--- src/rtl/multi_edge_event_detector.sv ---
// Multi-channel edge detector: synchroniser, glitch filter, mode-selected edge pulse,
// and sticky pending/overflow flags with write-1-to-clear.
module multi_edge_event_detector #(
   parameter int unsigned NUM_CH        = 4,
   parameter int unsigned SYNC_STAGES   = 2,
   parameter int unsigned FILTER_CYCLES = 3
) (
   input  logic              i_clk,
   input  logic              i_n_rst,
   input  logic [NUM_CH-1:0] i_data_in,
   input  logic [1:0]        i_mode,
   input  logic [NUM_CH-1:0] i_clear,
   output logic [NUM_CH-1:0] o_edge_pulse,
   output logic [NUM_CH-1:0] o_pending,
   output logic [NUM_CH-1:0] o_overflow,
   output logic              o_any_pending
);

   localparam int unsigned CntW = $clog2(FILTER_CYCLES + 1);
   localparam logic [CntW-1:0] CntMax = CntW'(FILTER_CYCLES - 1);

   logic [SYNC_STAGES-1:0][NUM_CH-1:0] r_sync;
   logic [NUM_CH-1:0][CntW-1:0]        r_cnt;
   logic [NUM_CH-1:0][CntW-1:0]        w_cnt_d;
   logic [NUM_CH-1:0]                  r_lvl;
   logic [NUM_CH-1:0]                  w_lvl_d;
   logic [NUM_CH-1:0]                  r_pulse;
   logic [NUM_CH-1:0]                  w_pulse_d;
   logic [NUM_CH-1:0]                  r_pend;
   logic [NUM_CH-1:0]                  w_pend_d;
   logic [NUM_CH-1:0]                  r_ovf;
   logic [NUM_CH-1:0]                  w_ovf_d;
   logic [NUM_CH-1:0]                  w_s;

   assign w_s = r_sync[SYNC_STAGES-1];

   // A level change is accepted only after FILTER_CYCLES consecutive differing samples.
   always_comb begin
      w_cnt_d   = r_cnt;
      w_lvl_d   = r_lvl;
      w_pulse_d = '0;
      for (int i = 0; i < int'(NUM_CH); i++) begin
         if (w_s[i] == r_lvl[i]) begin
            w_cnt_d[i] = '0;
         end else if (r_cnt[i] == CntMax) begin
            w_lvl_d[i]   = w_s[i];
            w_cnt_d[i]   = '0;
            w_pulse_d[i] = (w_s[i] & i_mode[0]) | (~w_s[i] & i_mode[1]);
         end else begin
            w_cnt_d[i] = r_cnt[i] + CntW'(1);
         end
      end
   end

   // A new edge beats a same-cycle clear for pending, but clear wins for overflow.
   always_comb begin
      w_pend_d = (r_pend & ~i_clear) | w_pulse_d;
      w_ovf_d  = (r_ovf & ~i_clear) | (w_pulse_d & r_pend & ~i_clear);
   end

   always_ff @(posedge i_clk or negedge i_n_rst) begin
      if (!i_n_rst) begin
         r_sync  <= '0;
         r_cnt   <= '0;
         r_lvl   <= '0;
         r_pulse <= '0;
         r_pend  <= '0;
         r_ovf   <= '0;
      end else begin
         r_sync  <= {r_sync[SYNC_STAGES-2:0], i_data_in};
         r_cnt   <= w_cnt_d;
         r_lvl   <= w_lvl_d;
         r_pulse <= w_pulse_d;
         r_pend  <= w_pend_d;
         r_ovf   <= w_ovf_d;
      end
   end

   assign o_edge_pulse  = r_pulse;
   assign o_pending     = r_pend;
   assign o_overflow    = r_ovf;
   assign o_any_pending = |r_pend;

endmodule
--- config.mk ---
export PLATFORM = sky130hd
export DESIGN_NAME = multi_edge_event_detector
export DESIGN_NICKNAME = d
export VERILOG_FILES = /design/src/rtl/multi_edge_event_detector.sv
export SDC_FILE = /design/constraint.sdc
export NUM_CORES = 1
export LEC_CHECK = 0
export ABC_AREA = 1
export CORE_MARGIN = 5
export CORE_UTILIZATION = 53
export DETAILED_ROUTE_END_ITERATION = 8
export GPL_TIMING_DRIVEN = 0
export PLACE_DENSITY = 0.82
export SETUP_SLACK_MARGIN = 0.1
export SKIP_CTS_REPAIR_TIMING = 1
export SYNTH_ARGS = -nofsm -noshare
export SYNTH_HDL_FRONTEND = slang
export SYNTH_SLANG_ARGS = --single-unit
--- constraint.sdc ---
create_clock -name i_clk -period 2.23 [get_ports i_clk]
set_input_delay 0.3345 -clock i_clk [delete_from_list [all_inputs] [get_ports i_clk]]
set_output_delay 0.3345 -clock i_clk [all_outputs]
set_load 0.05 [all_outputs]
==> key figures, run 1 <==
Synthesis
  – Synthesis-stage register bit count: 32
  – Syn_nets: 136
  – Avg Inst Size Synth: 9.76 sq um
  – Yosys cell types: 13
  – Synth area leader: dfrtp_1
  – Synth top area share: 66.2%
  – Register area share after synthesis: 66.2%
  – Mapped Cells: 124
  – Synth area leaders: dfrtp_1 (66%), nand2_1 (9.0%), inv_1 (8.1%)
  – Mapped Area: 1210 sq um
  – Warnings from Yosys: 0

Worst setup path
  – Critical Path Start Type: flip-flop
  – CP peak stage delay: 810 ps
  – Critical path peak fanout: 3
  – Critical path type: reg -> out
  – Setup crit end kind: output pin
  – Buffers plus inverters on the worst setup path: 2
  – CP top delay family: buffers and inverters
  – Slowest cell on crit path: clkdlybuf4s50_1
  – CP cell instances: inv_1, nand4_1, clkdlybuf4s50_1
  – Worst Path Required: 1900 ps
  – Crit path DAT: 1660 ps

Power
  – Internal: 1.02 mW
  – VDD IR-drop max: 0.661 mV
  – Overall Power: 1.58 mW
  – Clock power share: 21.5%
  – Power density of the placed cells: 1030 nW/um^2
  – Net Sw Frac: 35.6%
  – Leakage: 0.814 nW
  – P_sw: 0.561 mW
  – Register share of total power: 49.5%
  – Gate power share: 29.0%

Routing
  – First DRT Iteration DRCs: 15
  – WL/cell: 11.7 microns
  – ANT nets after route: 0
  – Final WL: 2.16 mm
  – DR vias/cell: 4.74
  – Routed vias: 872
  – DRC violations left: 0
  – Pre-antenna DRT Iters: 4

Clocking
  – Clock transition at path regs: 100 ps
  – H-tree levels: 2
  – CTS Sinks: 32
  – Clock Latency Late Sink: 330 ps
  – TritonCTS Buffers: 5
  – TritonCTS clock tree: done
  – Root buf cell: clkbuf_4
  – Max Root-Sink Buffers: 2

Placement
  – Port Buffers: 24
  – Gpl congestion: 0.707
  – Placed cell count: 176
  – Post-DP HPWL: 1.64 mm

Floorplanning
  – Initial Utilization: 55.2%
  – # IOs: 25
  – Die height: 57.8 microns
  – Die X: 57.8 microns
  – Row Count: 17
  – Die Area: 3340 sq um
  – Core box area: 2190 sq um

STA
  – Slew margin rel.: 54.2%
  – Min Hold Slack: 37.1 ps
  – Worst-Margin Slew: 686 ps
  – Final period utilization: 89.5%
  – RSZ-0062 raised after global routing: no
  – Final setup fails: 0
  – Fmax: 0.501 GHz
  – Worst Skew: 10.7 ps
  – Final hold violations: 0
  – Post-route minimum period: 2000 ps
  – Setup TNS Final: 0 ps
  – Fin. max-slew vios: 0

Min path
  – Worst min path class: in -> async

Cells and area
  – Layout fillers: 169
  – Area growth, synth to finish: 27.2%
  – Ant. Diodes: 0
  – Share of cells above drive strength 1: 7.05%
  – Fin nets: 167
  – Finished Layout Cells: 184

Global routing
  – Vias in the first global route: 906
  – All-Layer GR Usage: 15.5%
  – First-pass GRT wire length: 3.76 mm
  – Total grt overflow: 0
  – Initial antenna violation count: 0
  – Largest net degree at the start of global routing: 33

Flow run
  – Max-cap violations: 0

Run status
  – Status: finished, final reports clean
metal layers:
| layer | wire [microns] | vias up | track usage, % |
|---|---|---|---|
| li1 | - | 439 | - |
| met1 | 890 | 407 | 15.6 |
| met2 | 1060 | 20 | 24.8 |
| met3 | 153 | 6 | 9.13 |
| met4 | 51 | 0 | 8.94 |
| met5 | 0 | - | 0 |
synthesized netlist by cell type (all sizes together):
library cell / n
o21ai: 7
inv: 27
nand2: 29
nor3: 7
nor2: 7
xnor2: 3
dfrtp: 32
nand3: 9
nand4: 2
o21bai: 1
registers in the layout (all words and copies together) (netlist names):
register / flops
w_s: 4
o_edge_pulse: 4
o_overflow: 4
r_cnt: 8
r_lvl: 4
r_sync: 4
o_pending: 4
worst reg2reg max path, cell delays in order, from the launching register on:
cell	delay [ps]
dfrtp_1	420
inv_1	60
nand3_1	70
nand2_1	70
nand2_1	70
o21ai_0	80
layout by cell type (no fill, tap or decap):
master and count:
clkbuf_1 2, nor2_2 1, inv_1 26, inv_2 1, clkdlybuf4s50_1 23, clkbuf_4 5, nand4_1 2, o21ai_0 7
o21bai_2 1, dfrtp_1 32, clkbuf_8 1, nor3_1 6, nand3_1 9, nor3_2 1, buf_2 1, xnor2_1 3
nand2_1 29, nor2_1 6
metrics by stage:
stage,instance area (sq um),util (%),worst slack (ps)
final,1540,70.2,233
after floorplan,1210,-,714
after CTS,1540,70.5,220
after global placement,1490,67.8,337
after global routing,1540,70.2,127
after detailed placement,1490,67.8,269
kinds of logic (layout without fill, tap and decap cells):
family / count (synthesis) / count (layout) / synth area share [%]
buffers and inverters: 27 / 59 / 8.38
AO/OA/AOI/OAI: 8 / 8 / 3.83
flip-flops: 32 / 32 / 66.2
XOR/XNOR: 3 / 3 / 2.17
AND/OR/NAND/NOR: 54 / 54 / 19.4
worst paths after layout:
check | slack [ps] | to | cells after the start | startpoint
worst min-delay path | 40 | o_pending[0]$_DFF_PN0_ | 1 | i_n_rst
worst min register to register | 350 | w_s[1]$_DFF_PN0_ | 0 | r_sync[1]$_DFF_PN0_
min in group i_clk | 350 | w_s[1]$_DFF_PN0_ | 0 | r_sync[1]$_DFF_PN0_
worst max register to register | 1330 | o_pending[2]$_DFF_PN0_ | 5 | r_lvl[2]$_DFFE_PN0P_
worst max-delay path | 230 | o_any_pending | 3 | o_pending[0]$_DFF_PN0_
max in group asynchronous | 1750 | o_edge_pulse[1]$_DFF_PN0_ | 1 | i_n_rst
power groups by stage:
stage          clock network (mW)  registers, mW  logic [mW]
6_report                    0.340          0.782       0.457
5_1_grt                     0.380          0.797       0.507
4_1_cts                     0.348          0.783       0.463
3_5_place_dp                    0          0.796       0.461
3_3_place_gp                    0          0.784       0.437
2_1_floorplan                   0          0.847       0.250
area by class of cell:
type                    count  area (sq um)  area share, %
multi-input cells          65           308           20.0
flip-flops and latches     32           801           52.0
well taps                  28          35.0           2.28
repair buffers             24           235           15.3
inverters                  27           101           6.59
clock buffers               8          58.8           3.82
(Power assumes the default switching activity.)
==> run 2: changes to the inputs <==
CORE_MARGIN = default   (was 5)
MAX_ROUTING_LAYER = met4   (was default)
==> key figures, run 2 (synthesis gave the netlist of run 1 again) <==
Run status
  – Status: finished, final reports clean (unchanged)

Power
  – Power density of the placed cells: 1020 nW/um^2 (was 1030 nW/um^2)
  – VDD IR-drop max: 0.631 mV (was 0.661 mV)
  – Overall Power: 1.56 mW (was 1.58 mW)
  – Leakage: 0.814 nW (unchanged)

Global routing
  – All-Layer GR Usage: 21.6% (was 15.5%)
  – Initial antenna violation count: 0 (unchanged)
  – First-pass GRT wire length: 3.68 mm (was 3.76 mm)
  – Total grt overflow: 0 (unchanged)
  – Largest net degree at the start of global routing: 33 (unchanged)
  – Vias in the first global route: 900 (was 906)

Routing
  – DR vias/cell: 4.85 (was 4.74)
  – DRC violations left: 0 (unchanged)
  – Final WL: 2.00 mm (was 2.16 mm)
  – ANT nets after route: 0 (unchanged)
  – Routed vias: 888 (was 872)
  – Pre-antenna DRT Iters: 4 (unchanged)
  – WL/cell: 10.9 microns (was 11.7 microns)
  – First DRT Iteration DRCs: 10 (was 15)

Worst setup path
  – FF-to-FF path depth: 5 (unchanged)
  – Worst Path Required: 1900 ps (about the same)
  – Worst r2r src: w_s[3]$_DFF_PN0_ (was r_lvl[2]$_DFFE_PN0P_)
  – Critical path peak fanout: 3 (unchanged)
  – Crit path DAT: 1640 ps (was 1660 ps)
  – Critical path type: reg -> out (unchanged)
  – Setup slack, reg-to-reg: 1310 ps (was 1330 ps)
  – Setup crit end kind: output pin (unchanged)
  – FF-to-FF End: o_pending[3]$_DFF_PN0_ (was o_pending[2]$_DFF_PN0_)
  – Critical Path Start Type: flip-flop (unchanged)

Clocking
  – Clock transition at path regs: 90 ps (was 100 ps)
  – TritonCTS clock tree: done (unchanged)
  – H-tree levels: 2 (unchanged)
  – CTS Sinks: 32 (unchanged)
  – Root buf cell: clkbuf_4 (unchanged)
  – Max Root-Sink Buffers: 2 (unchanged)
  – Clock Latency Late Sink: 330 ps (about the same)
  – TritonCTS Buffers: 5 (unchanged)

Floorplanning
  – Initial Utilization: 58.7% (was 55.2%)
  – Die X: 49.8 microns (was 57.8 microns)
  – Row Count: 16 (was 17)
  – # IOs: 25 (unchanged)
  – Die Area: 2480 sq um (was 3340 sq um)
  – Core box area: 2060 sq um (was 2190 sq um)
  – Die height: 49.8 microns (was 57.8 microns)

STA
  – Min Hold Slack: 29.4 ps (was 37.1 ps)
  – Worst Skew: 3.57 ps (was 10.7 ps)
  – Final setup fails: 0 (unchanged)
  – Fmax: 0.505 GHz (was 0.501 GHz)
  – Worst-Margin Slew: 659 ps (was 686 ps)
  – Setup TNS Final: 0 ps (unchanged)
  – Fin. max-slew vios: 0 (unchanged)
  – Final hold violations: 0 (unchanged)
  – Final period utilization: 88.8% (was 89.5%)
  – Slew margin rel.: 56.1% (was 54.2%)
  – Worst setup margin: 251 ps (was 233 ps)
  – Post-route minimum period: 1980 ps (was 2000 ps)
  – RSZ-0062 raised after global routing: no (unchanged)

Cells and area
  – Most flops, register: r_cnt (unchanged)
  – Fin nets: 167 (unchanged)
  – Area growth, synth to finish: 27.1% (was 27.2%)
  – Most common cell after layout, fill and taps aside: dfrtp_1 (unchanged)
  – Ant. Diodes: 0 (unchanged)
  – Share of cells above drive strength 1: 7.05% (unchanged)
  – Final Cell Area: 1540 sq um (about the same)
  – Max reg flops: 8 (unchanged)
  – Most frequent cells in the layout: dfrtp_1 (32), nand2_1 (29), inv_1 (26) (unchanged)

Placement
  – Port Buffers: 24 (unchanged)
  – Dpl ws: 282 ps (was 269 ps)
  – Placed inst area: 1480 sq um (was 1490 sq um)
  – Gpl congestion: 0.813 (was 0.707)
  – Post-DP HPWL: 1.50 mm (was 1.64 mm)

Min path
  – Worst min path class: in -> async (unchanged)

Flow run
  – Max-cap violations: 0 (unchanged)
==> run 2: how the worst max path moves through the flow <==
stage	from	endpoint	slack [ps]	depth (start not counted)
after floorplan	o_pending[0]$_DFF_PN0_	o_any_pending	710	2
after global placement	i_n_rst	r_cnt[6]$_DFF_PN0_	320	1
after detailed placement	i_n_rst	o_overflow[3]$_DFF_PN0_	280	1
after CTS	o_pending[3]$_DFF_PN0_	o_any_pending	230	3
after global routing	o_pending[3]$_DFF_PN0_	o_any_pending	180	3
final	o_pending[0]$_DFF_PN0_	o_any_pending	250	3
==> run 2: cell type report <==
class | count | area (sq um)
clock buffer | 8 | 58.8
fill | 156 | 524
inverter | 27 | 101
multi-input combinational | 65 | 308
sequential | 32 | 801
tap | 27 | 33.8
timing repair buffer | 24 | 235
==> run 2: power by group <==
part	leakage [nW]	switching (mW)	internal, mW	total (mW)
logic	0.366	0.285	0.164	0.449
registers	0.415	0.0854	0.697	0.783
clock network	0.0326	0.177	0.155	0.333
total	0.814	0.548	1.02	1.56
==> run 2: metrics by stage <==
stage          instances  utilization [%]
3_3_place_gp         175             72.0
3_5_place_dp         175             72.0
2_1_floorplan        124                -
6_report             183             74.6
4_1_cts              183             74.8
5_1_grt              183             74.6
==> run 2: metal layers <==
layer | share of wire (%) | global-route usage [%]
met1 | 43 | 23.4
met2 | 49 | 34.7
met3 | 5.1 | 7.72
met4 | 2.7 | 11.4
met5 | 0 | -
==> run 2: worst max-delay path: stages (launching register included) <==
cell and delay, ps:
dfrtp_1 360, inv_1 70, nand4_1 90, clkdlybuf4s50_1 800
==> run 3: changes to the inputs <==
SKIP_LAST_GASP = 1   (was default)
==> results of run 3 <==
No change in the layout: final DEF, timing and power equal those of run 2.
